File: src/rtl/matmul_ctrl.sv
// matmul_ctrl -- sequencer for a 16-lane matrix-multiply datapath.
//
// Purpose:
//    Holds a small operand buffer (activation row + weight byte per entry),
//    streams K entries to the datapath as consecutive beats, waits for the
//    datapath result, captures it and hands it to a consumer with a
//    valid/ready handshake. Illegal requests and result timeouts raise a
//    one-cycle err_o pulse; abort_i cancels a running job silently.
//
// Ports:
//    clk_i, rstn_i          clock, asynchronous active-low reset
//    wr_en_i/wr_addr_i/     buffer load port (honoured only while idle)
//    wr_din_i/wr_win_i
//    start_i, k_len_i       job request and beat count (1..DEPTH)
//    abort_i                cancel the running job
//    mm_en_o, mm_valid_o    datapath enable / operand beat valid
//    mm_din_o, mm_win_o     operand beat (activations, weight)
//    mm_vld_i, mm_result_i  datapath result return
//    busy_o                 a job is in progress
//    done_o, err_o          one-cycle completion / error pulses
//    res_valid_o/res_ready_i/res_data_o   captured result handshake
module matmul_ctrl #(
   parameter int DEPTH   = 16,
   parameter int TIMEOUT = 64
) (
   input  logic         clk_i,
   input  logic         rstn_i,
   input  logic         wr_en_i,
   input  logic [3:0]   wr_addr_i,
   input  logic [127:0] wr_din_i,
   input  logic [7:0]   wr_win_i,
   input  logic         start_i,
   input  logic [4:0]   k_len_i,
   input  logic         abort_i,
   output logic         mm_en_o,
   output logic         mm_valid_o,
   output logic [127:0] mm_din_o,
   output logic [7:0]   mm_win_o,
   input  logic         mm_vld_i,
   input  logic [511:0] mm_result_i,
   output logic         busy_o,
   output logic         done_o,
   output logic         err_o,
   output logic         res_valid_o,
   input  logic         res_ready_i,
   output logic [511:0] res_data_o
);

   localparam int AW = (DEPTH > 1) ? $clog2(DEPTH) : 1;
   localparam int KW = $clog2(DEPTH + 1);
   localparam int TW = (TIMEOUT > 1) ? $clog2(TIMEOUT) : 1;

   typedef enum logic [1:0] {IDLE, FEED, WAIT, OUT} state_t;

   state_t          state_q, state_d;
   logic [AW-1:0]   beat_q, beat_d;
   logic [KW-1:0]   k_q, k_d;
   logic [TW-1:0]   tmo_q, tmo_d;
   logic            err_q, err_d;
   logic            done_q, done_d;
   logic [511:0]    res_q, res_d;
   logic [135:0]    rd_q, rd_d;

   logic [135:0]    buf_mem [DEPTH];
   logic            wr_ok;
   logic [AW-1:0]   wr_idx;
   logic            rd_load;
   logic [AW-1:0]   rd_addr;
   logic            k_ok;
   logic            last_beat;

   assign wr_idx    = AW'(wr_addr_i);
   assign k_ok      = (k_len_i != 5'd0) && (32'(k_len_i) <= 32'(DEPTH));
   assign last_beat = (KW'(beat_q) + KW'(1)) == k_q;

   // Operand buffer: plain array, written only while idle. No reset so it
   // can map onto block RAM.
   always_ff @(posedge clk_i) begin
      if (wr_ok) begin
         buf_mem[wr_idx] <= {wr_din_i, wr_win_i};
      end
   end

   always_comb begin
      rd_d = buf_mem[rd_addr];
   end

   always_comb begin
      state_d = state_q;
      beat_d  = beat_q;
      k_d     = k_q;
      tmo_d   = tmo_q;
      err_d   = 1'b0;
      done_d  = 1'b0;
      res_d   = res_q;
      rd_load = 1'b0;
      rd_addr = '0;
      wr_ok   = 1'b0;

      case (state_q)
         IDLE: begin
            wr_ok = wr_en_i;
            if (start_i) begin
               if (k_ok) begin
                  // Entry 0 is fetched on the accept edge so beat 0 is on
                  // the bus in the very first FEED cycle.
                  k_d     = KW'(k_len_i);
                  beat_d  = '0;
                  rd_load = 1'b1;
                  rd_addr = '0;
                  state_d = FEED;
               end else begin
                  err_d = 1'b1;
               end
            end
         end
         FEED: begin
            if (last_beat) begin
               tmo_d   = '0;
               state_d = WAIT;
            end else begin
               // Prefetch the next entry while the current beat is shown.
               beat_d  = beat_q + AW'(1);
               rd_load = 1'b1;
               rd_addr = beat_q + AW'(1);
            end
         end
         WAIT: begin
            if (mm_vld_i) begin
               res_d   = mm_result_i;
               state_d = OUT;
            end else if (tmo_q == TW'(TIMEOUT - 1)) begin
               err_d   = 1'b1;
               state_d = IDLE;
            end else begin
               tmo_d = tmo_q + TW'(1);
            end
         end
         OUT: begin
            if (res_ready_i) begin
               done_d  = 1'b1;
               state_d = IDLE;
            end
         end
         default: state_d = IDLE;
      endcase

      // Buffer writes are refused while a job owns the buffer.
      if (state_q != IDLE && wr_en_i) begin
         err_d = 1'b1;
      end

      // Abort wins over everything else in the same cycle and is silent.
      if (state_q != IDLE && abort_i) begin
         state_d = IDLE;
         err_d   = 1'b0;
         done_d  = 1'b0;
         res_d   = res_q;
         rd_load = 1'b0;
      end
   end

   always_ff @(posedge clk_i or negedge rstn_i) begin
      if (!rstn_i) begin
         state_q <= IDLE;
         beat_q  <= '0;
         k_q     <= '0;
         tmo_q   <= '0;
         err_q   <= 1'b0;
         done_q  <= 1'b0;
         res_q   <= '0;
         rd_q    <= '0;
      end else begin
         state_q <= state_d;
         beat_q  <= beat_d;
         k_q     <= k_d;
         tmo_q   <= tmo_d;
         err_q   <= err_d;
         done_q  <= done_d;
         res_q   <= res_d;
         if (rd_load) begin
            rd_q <= rd_d;
         end
      end
   end

   assign mm_en_o     = (state_q == FEED) || (state_q == WAIT);
   assign mm_valid_o  = (state_q == FEED);
   assign mm_din_o    = rd_q[135:8];
   assign mm_win_o    = rd_q[7:0];
   assign busy_o      = (state_q != IDLE);
   assign done_o      = done_q;
   assign err_o       = err_q;
   assign res_valid_o = (state_q == OUT);
   assign res_data_o  = res_q;

endmodule

File: config.mk
export PLATFORM = sky130hd
export DESIGN_NAME = matmul_ctrl
export DESIGN_NICKNAME = d
export VERILOG_FILES = /design/src/rtl/matmul_ctrl.sv
export SDC_FILE = /design/constraint.sdc
export NUM_CORES = 2
export LEC_CHECK = 0
export ABC_AREA = 1
export BUFFER_PORTS_ARGS = -buffer_cell sky130_fd_sc_hd__clkbuf_2
export CAP_MARGIN = 5
export CORE_ASPECT_RATIO = 2
export CORE_MARGIN = 2
export CORE_UTILIZATION = 35
export CTS_CLUSTER_DIAMETER = 50
export DETAILED_ROUTE_END_ITERATION = 6
export PLACE_DENSITY = 0.55
export SYNTH_ARGS = -nofsm -noshare
export SYNTH_HDL_FRONTEND = slang
export SYNTH_SLANG_ARGS = --single-unit
File: constraint.sdc
create_clock -name clk_i -period 12.6 [get_ports clk_i]
set_clock_uncertainty 0.2 [all_clocks]
set_input_delay 3.15 -clock clk_i [delete_from_list [all_inputs] [get_ports clk_i]]
set_output_delay 3.15 -clock clk_i [all_outputs]
set_load 0.03 [all_outputs]
# Word-level counts from Yosys, hierarchy flattened
# Memory sizes are Yosys's and may differ from the RTL's. A register that Yosys moved wholly into a read port is not among the register bits.
# Index checks and enable logic that the tools add are counted.
[totals]
memories = 1
reg_bits = 531
output_inout_bits = 654
ram_bits = 2176
[memory_table]
columns = ["memory", "depth", "word_bits", "read_ports", "rd_ports_with_merged_regs", "write_ports", "line", "text"]
rows = [
  ["buf_mem", 16, 136, 1, 1, 1, "64", "logic [135:0] buf_mem [DEPTH];"],
]
[classes]
eq_ne = 16
reduce_logical = 15
n_lt_le_gt_ge = 1
add_sub_neg = 3
bitwise = 1
n_mux = 36
[op_table]
columns = ["operator", "n"]
rows = [
  ["$mux 4", 5],
  ["$mux 6", 3],
  ["$mux 1", 16],
  ["$mux 2", 7],
  ["$pmux 6 s2", 1],
  ["$ne 2x2->1 const B", 5],
  ["$pmux 2 s4", 1],
  ["$pmux 4 s2", 1],
  ["$reduce_and 4->1", 2],
  ["$add 6x1->6 const B", 1],
  ["$eq 6x6->1 const B", 1],
  ["$ne 3x1->1 const B", 2],
  ["$ne 3x3->1 const B", 2],
  ["$reduce_and 3->1", 2],
  ["$reduce_bool 2->1", 3],
  ["$add 4x1->5 const B", 1],
  ["$eq 5x5->1", 1],
  ["$le 5x5->1 const B", 1],
  ["$reduce_and 5->1", 1],
  ["$reduce_bool 5->1", 1],
  ["$add 4x1->4 const B", 1],
  ["$eq 2x2->1 const B", 2],
  ["$ne 4x4->1 const B", 1],
  ["$pmux 1 s2", 2],
  ["other kinds (7)", 9],
]

# Logic depth before layout (Yosys ltp)
[depth]
depth_word = 7
depth_mapped = 18

# Worst setup path before layout
# Ideal clock, no wire load.
[synth_path]
path_kind = "input -> register"
from = "input wr_en_i"
to = "memory buf_mem[4][0] (enable)"
path_buffers = 0
slack_ns = 2.690
setup_time_ns = 0.633
path_stages = 4
required_ns = 11.767
t_arrival_ns = 9.077
path_cell_list = "nand2_1 > inv_1 > nand3b_1 > nor2_1"
[synth_via]
elab_chain_len = 3
[synth_rtl]
columns = ["item", "line", "text"]
rows = [
  ["start: declaration", "28", "input logic wr_en_i,"],
  ["$mux 1", "100", "case (state_q)"],
  ["$mux 1", "79", "if (wr_ok) begin"],
  ["$mux 1 (not written as such)", "80", "buf_mem[wr_idx] <= {wr_din_i, wr_win_i};"],
  ["end: declaration", "64", ""],
]
# Every way passes these cells.

# Worst setup path after layout
[layout_path]
from = "input k_len_i[3]"
to = "register rd_q[104], read port of buf_mem"
[layout_via]
elab_chain_len = 6
elab_cells_between_ends = 7
classes_between = "order compare: 1; mux: 4; reduce/logical: 2"
[layout_rtl]
columns = ["item", "line", "text"]
rows = [
  ["start: declaration", "33", "input logic [4:0] k_len_i,"],
  ["$le 5x5->1 or $reduce_bool 5->1 (tied branches)", "73", "assign k_ok = (k_len_i != 5'd0) && (32'(k_len_i) <= 32'(DEPTH));"],
  ["$logic_and 1x1->1 *", "73", ""],
  ["$mux 1 *", "104", "if (k_ok) begin"],
  ["$mux 1 *", "103", "if (start_i) begin"],
  ["$pmux 1 s2 *", "100", ""],
  ["$mux 1 *", "154", "if (state_q != IDLE && abort_i) begin"],
  ["end: declaration", "62", "logic [135:0] rd_q, rd_d;"],
]
# Every way passes the cells marked *; elsewhere a longest branch is shown, timed or not.
# A chain may end at the register's enable or synchronous reset.

==> results.tsv <==
stage	metric	value	unit
timing	fin_crit_sh	49.5	%
setup_path	worstSetupPathType	in2reg	
setup_path	critPathMaxFanout	62	
grt	grt_max_degree	207	
cells_and_area	synthToLayoutAreaGrowth	17.6	%
timing	setup_viol	0	
grt	grt_antenna_before_repair	117	
yosys	synth_cell_types	31	
detailed_routing	drc_errors	0	
timing	fmax	160	MHz
run_status	status	complete, no violations	
floorplan	die_y	810	µm
detailed_routing	drtPass1Iterations	6	
grt	overflow	0	
clock_tree	post_cts_buffers	0	
timing	fin_setup_tns	0	ns
yosys	synthAdderAreaFrac	0.0660	%
yosys	synth_top_family_by_area	simple AND/OR/NAND/NOR gates	
cells_and_area	seqCellArea	82000	µm²
run	maxCapViolCount	0	
min_path	hp-class	reg2reg	
detailed_routing	wl_per_cell	28.2	µm
cells_and_area	multi_input_area	27900	µm²
floorplan	fp.coreArea	324000	µm²
setup_path	endpoint_kind	flip-flop	
clock_tree	htree_levels	5	
setup_path	cpPeakStageDelay	0.76	ns
timing	rsz0062_at_grt	no	
clock_tree	cts_root_buffer	clkbuf_16	
timing	slew_viol_final	0	
timing	hold_violations	0	
cells_and_area	fin_util	41.2	%
clock_tree	clkSinkCount	2843	
floorplan	core.rowCount	296	
power_and_ir_drop	peakVddDrop	0.000202	V
yosys	ys_warn_count	0	
floorplan	die_w	407	µm
grt	grt_pass1_wl	573	mm
power_and_ir_drop	p_leak	52.4	nW
timing	period_minus_slack	6.23	ns
clock_tree	cts_tree	done	
yosys	synthesis.nets	9668	
detailed_routing	routed_via_density	5.26	
setup_path	path_cells	clkbuf_2, nor2_1, nand2_1, xor2_1, nand2_1, nor2_1, inv_1, o21ai_4, buf_4, inv_6, buf_4, nand2_1, nand2_1	
clock_tree	cts_resized	0	
yosys	yosysTopAreaCellShare	57.5	%
place	gp_congestion	0.897	
cells_and_area	fillers	30300	
yosys	avgSynthCellArea	12.6	µm²
clock_tree	clkTransAtPathRegs	0.07	ns
floorplan	die-area	330000	µm²
power_and_ir_drop	p_per_area	244	nW/µm²
yosys	synth_area	114000	µm²
yosys	synthMuxAreaShare	5.07	%
yosys	yosys-top-cells-area	edfxtp_1 57%, dfrtp_1 15%, nand3_1 13%	
clock_tree	cts_buffers	275	
detailed_routing	ant_nets	0	
yosys	synth_compound_area_share	0.123	%
clock_tree	clk_latency	0.93	ns
setup_path	cp_slowest_cell	buf_4	
detailed_routing	vias	77100	
place	hpwl	245	mm
place	portBuffers	1317	
yosys	ys_ff_latch	2843	
setup_path	crit_top_cell	nand2_1	
detailed_routing	routed_wl	413	mm
floorplan	io_pins	1318	
setup_path	crit_arrival	6.79	ns
floorplan	start_util	35.1	%
timing	tightest_slew	1.36	ns
grt	first_global_vias	73700	
cells_and_area	final_cell_mix	2928 x nand3_1, 2176 x edfxtp_1, 1582 x nand2_1	
detailed_routing	first_iter_violations	7659	
clock_tree	cts_hold_buffers	0	
setup_path	cp.required	13.15	ns
timing	slew_headroom	9.61	%
yosys	synth_xor_area_share	0.0308	%
cells_and_area	drive_gt1_share	23.4	%
yosys	synth_seq_area_share	72.2	%
grt	grt_use_total	24.3	%
cells_and_area	final_common_cell	nand3_1	
yosys	netlist_instances	8998	
setup_path	start_kind	input pin	
yosys	yosys.area_share.simple	19.1	%
clock_tree	cts_buffer_depth	4	
yosys	synth_top_area_cell	edfxtp_1	
cells_and_area	nNetsFinal	10700	
-- stage by stage --
step | setup WS (ns) | total power [mW] | hold slack, ns | area, µm² | cells
after global routing | 6.23 | 34.1 | 0.303 | 134000 | 14600
after global placement | 5.68 | 23.9 | 0.267 | 124000 | 14100
after detailed placement | 5.59 | 24.0 | 0.269 | 124000 | 14100
after floorplan | 2.69 | 19.5 | 0.262 | 114000 | 8998
after CTS | 6.34 | 32.7 | 0.287 | 133000 | 14600
final | 6.37 | 32.6 | 0.279 | 134000 | 14700
-- worst paths after layout --
check	slack [ns]	depth (start not counted)	start	endpoint
min in group asynchronous	2.01	1	rstn_i	rd_q[56]$_DFFE_PN0P_
min	0.28	2	rd_q[7]$_DFFE_PN0P_	rd_q[7]$_DFFE_PN0P_
max	6.37	13	k_len_i[3]	rd_q[104]$_DFFE_PN0P_
max reg2reg	6.76	14	beat_q[0]$_DFFE_PN0P_	rd_q[19]$_DFFE_PN0P_
min reg2reg	0.28	2	rd_q[7]$_DFFE_PN0P_	rd_q[7]$_DFFE_PN0P_
max in group asynchronous	7.92	3	rstn_i	res_data_o[238]$_DFFE_PN0P_
-- per-layer routing --
metal	global-route usage, %	up-vias	routed length, µm
met1	31.5	38800	164000
met3	10.2	620	52000
met5	0	-	483
met2	35.7	3172	180000
met4	9.54	78	16100
li1	-	34400	-
-- critical path, delay by kind of cell --
family	cells	cell delay (ns)
AND/OR/NAND/NOR	6	0.97
XOR/XNOR	1	0.28
AO/OA/AOI/OAI	1	0.12
buffers and inverters	5	2.07
-- logic make-up (layout without fill, tap and decap cells) --
logic type	count (synthesis)	in the layout
muxes	512	512
xor gates and xnor gates	4	4
other	0	74
AOI/OAI and AO/OA	25	25
and+or+nand+nor	4676	4676
adders and majority gates	6	6
buffers and inverters	932	2201
DFF	2843	2843
-- sequential cells by signal, summed over array words and instances, names as in the netlist --
signal	count
res_data_o	512
done_o	1
err_o	1
beat_q	4
state_q	2
k_q	5
tmo_q	6
buf_mem	2176
rd_q	136
-- power by group --
group | switching [mW] | internal [mW] | leakage [nW] | total [mW]
combinational | 8.65 | 3.17 | 20.2 | 11.8
clock | 3.75 | 4.87 | 4.53 | 8.62
sequential | 0.816 | 11.3 | 27.7 | 12.1
total | 13.2 | 19.3 | 52.4 | 32.6
-- synth_stat cells (all sizes together) --
cell type,instances
nand3,2931
nand4,3
edfxtp,2176
mux2,512
xnor2,2
o22ai,4
inv,273
nor3b,1
a21oi,5
nor3,3
clkbuf,289
nor2,33
o211ai,1
nand2,1584
ha,6
dfrtp,667
buf,370
o21ai,13
a31oi,1
nand3b,121
o21a,1
xor2,2
-- layout make-up --
cell class	instances	area share, %
flip-flops and latches	2843	61.4
multi-input cells	5223	20.9
repair buffers	1435	5.85
clock buffers	363	5.73
well taps	4321	4.05
clock inverters	130	1.18
inverters	273	0.782
diodes	74	0.139
(Power assumes the default switching activity.)
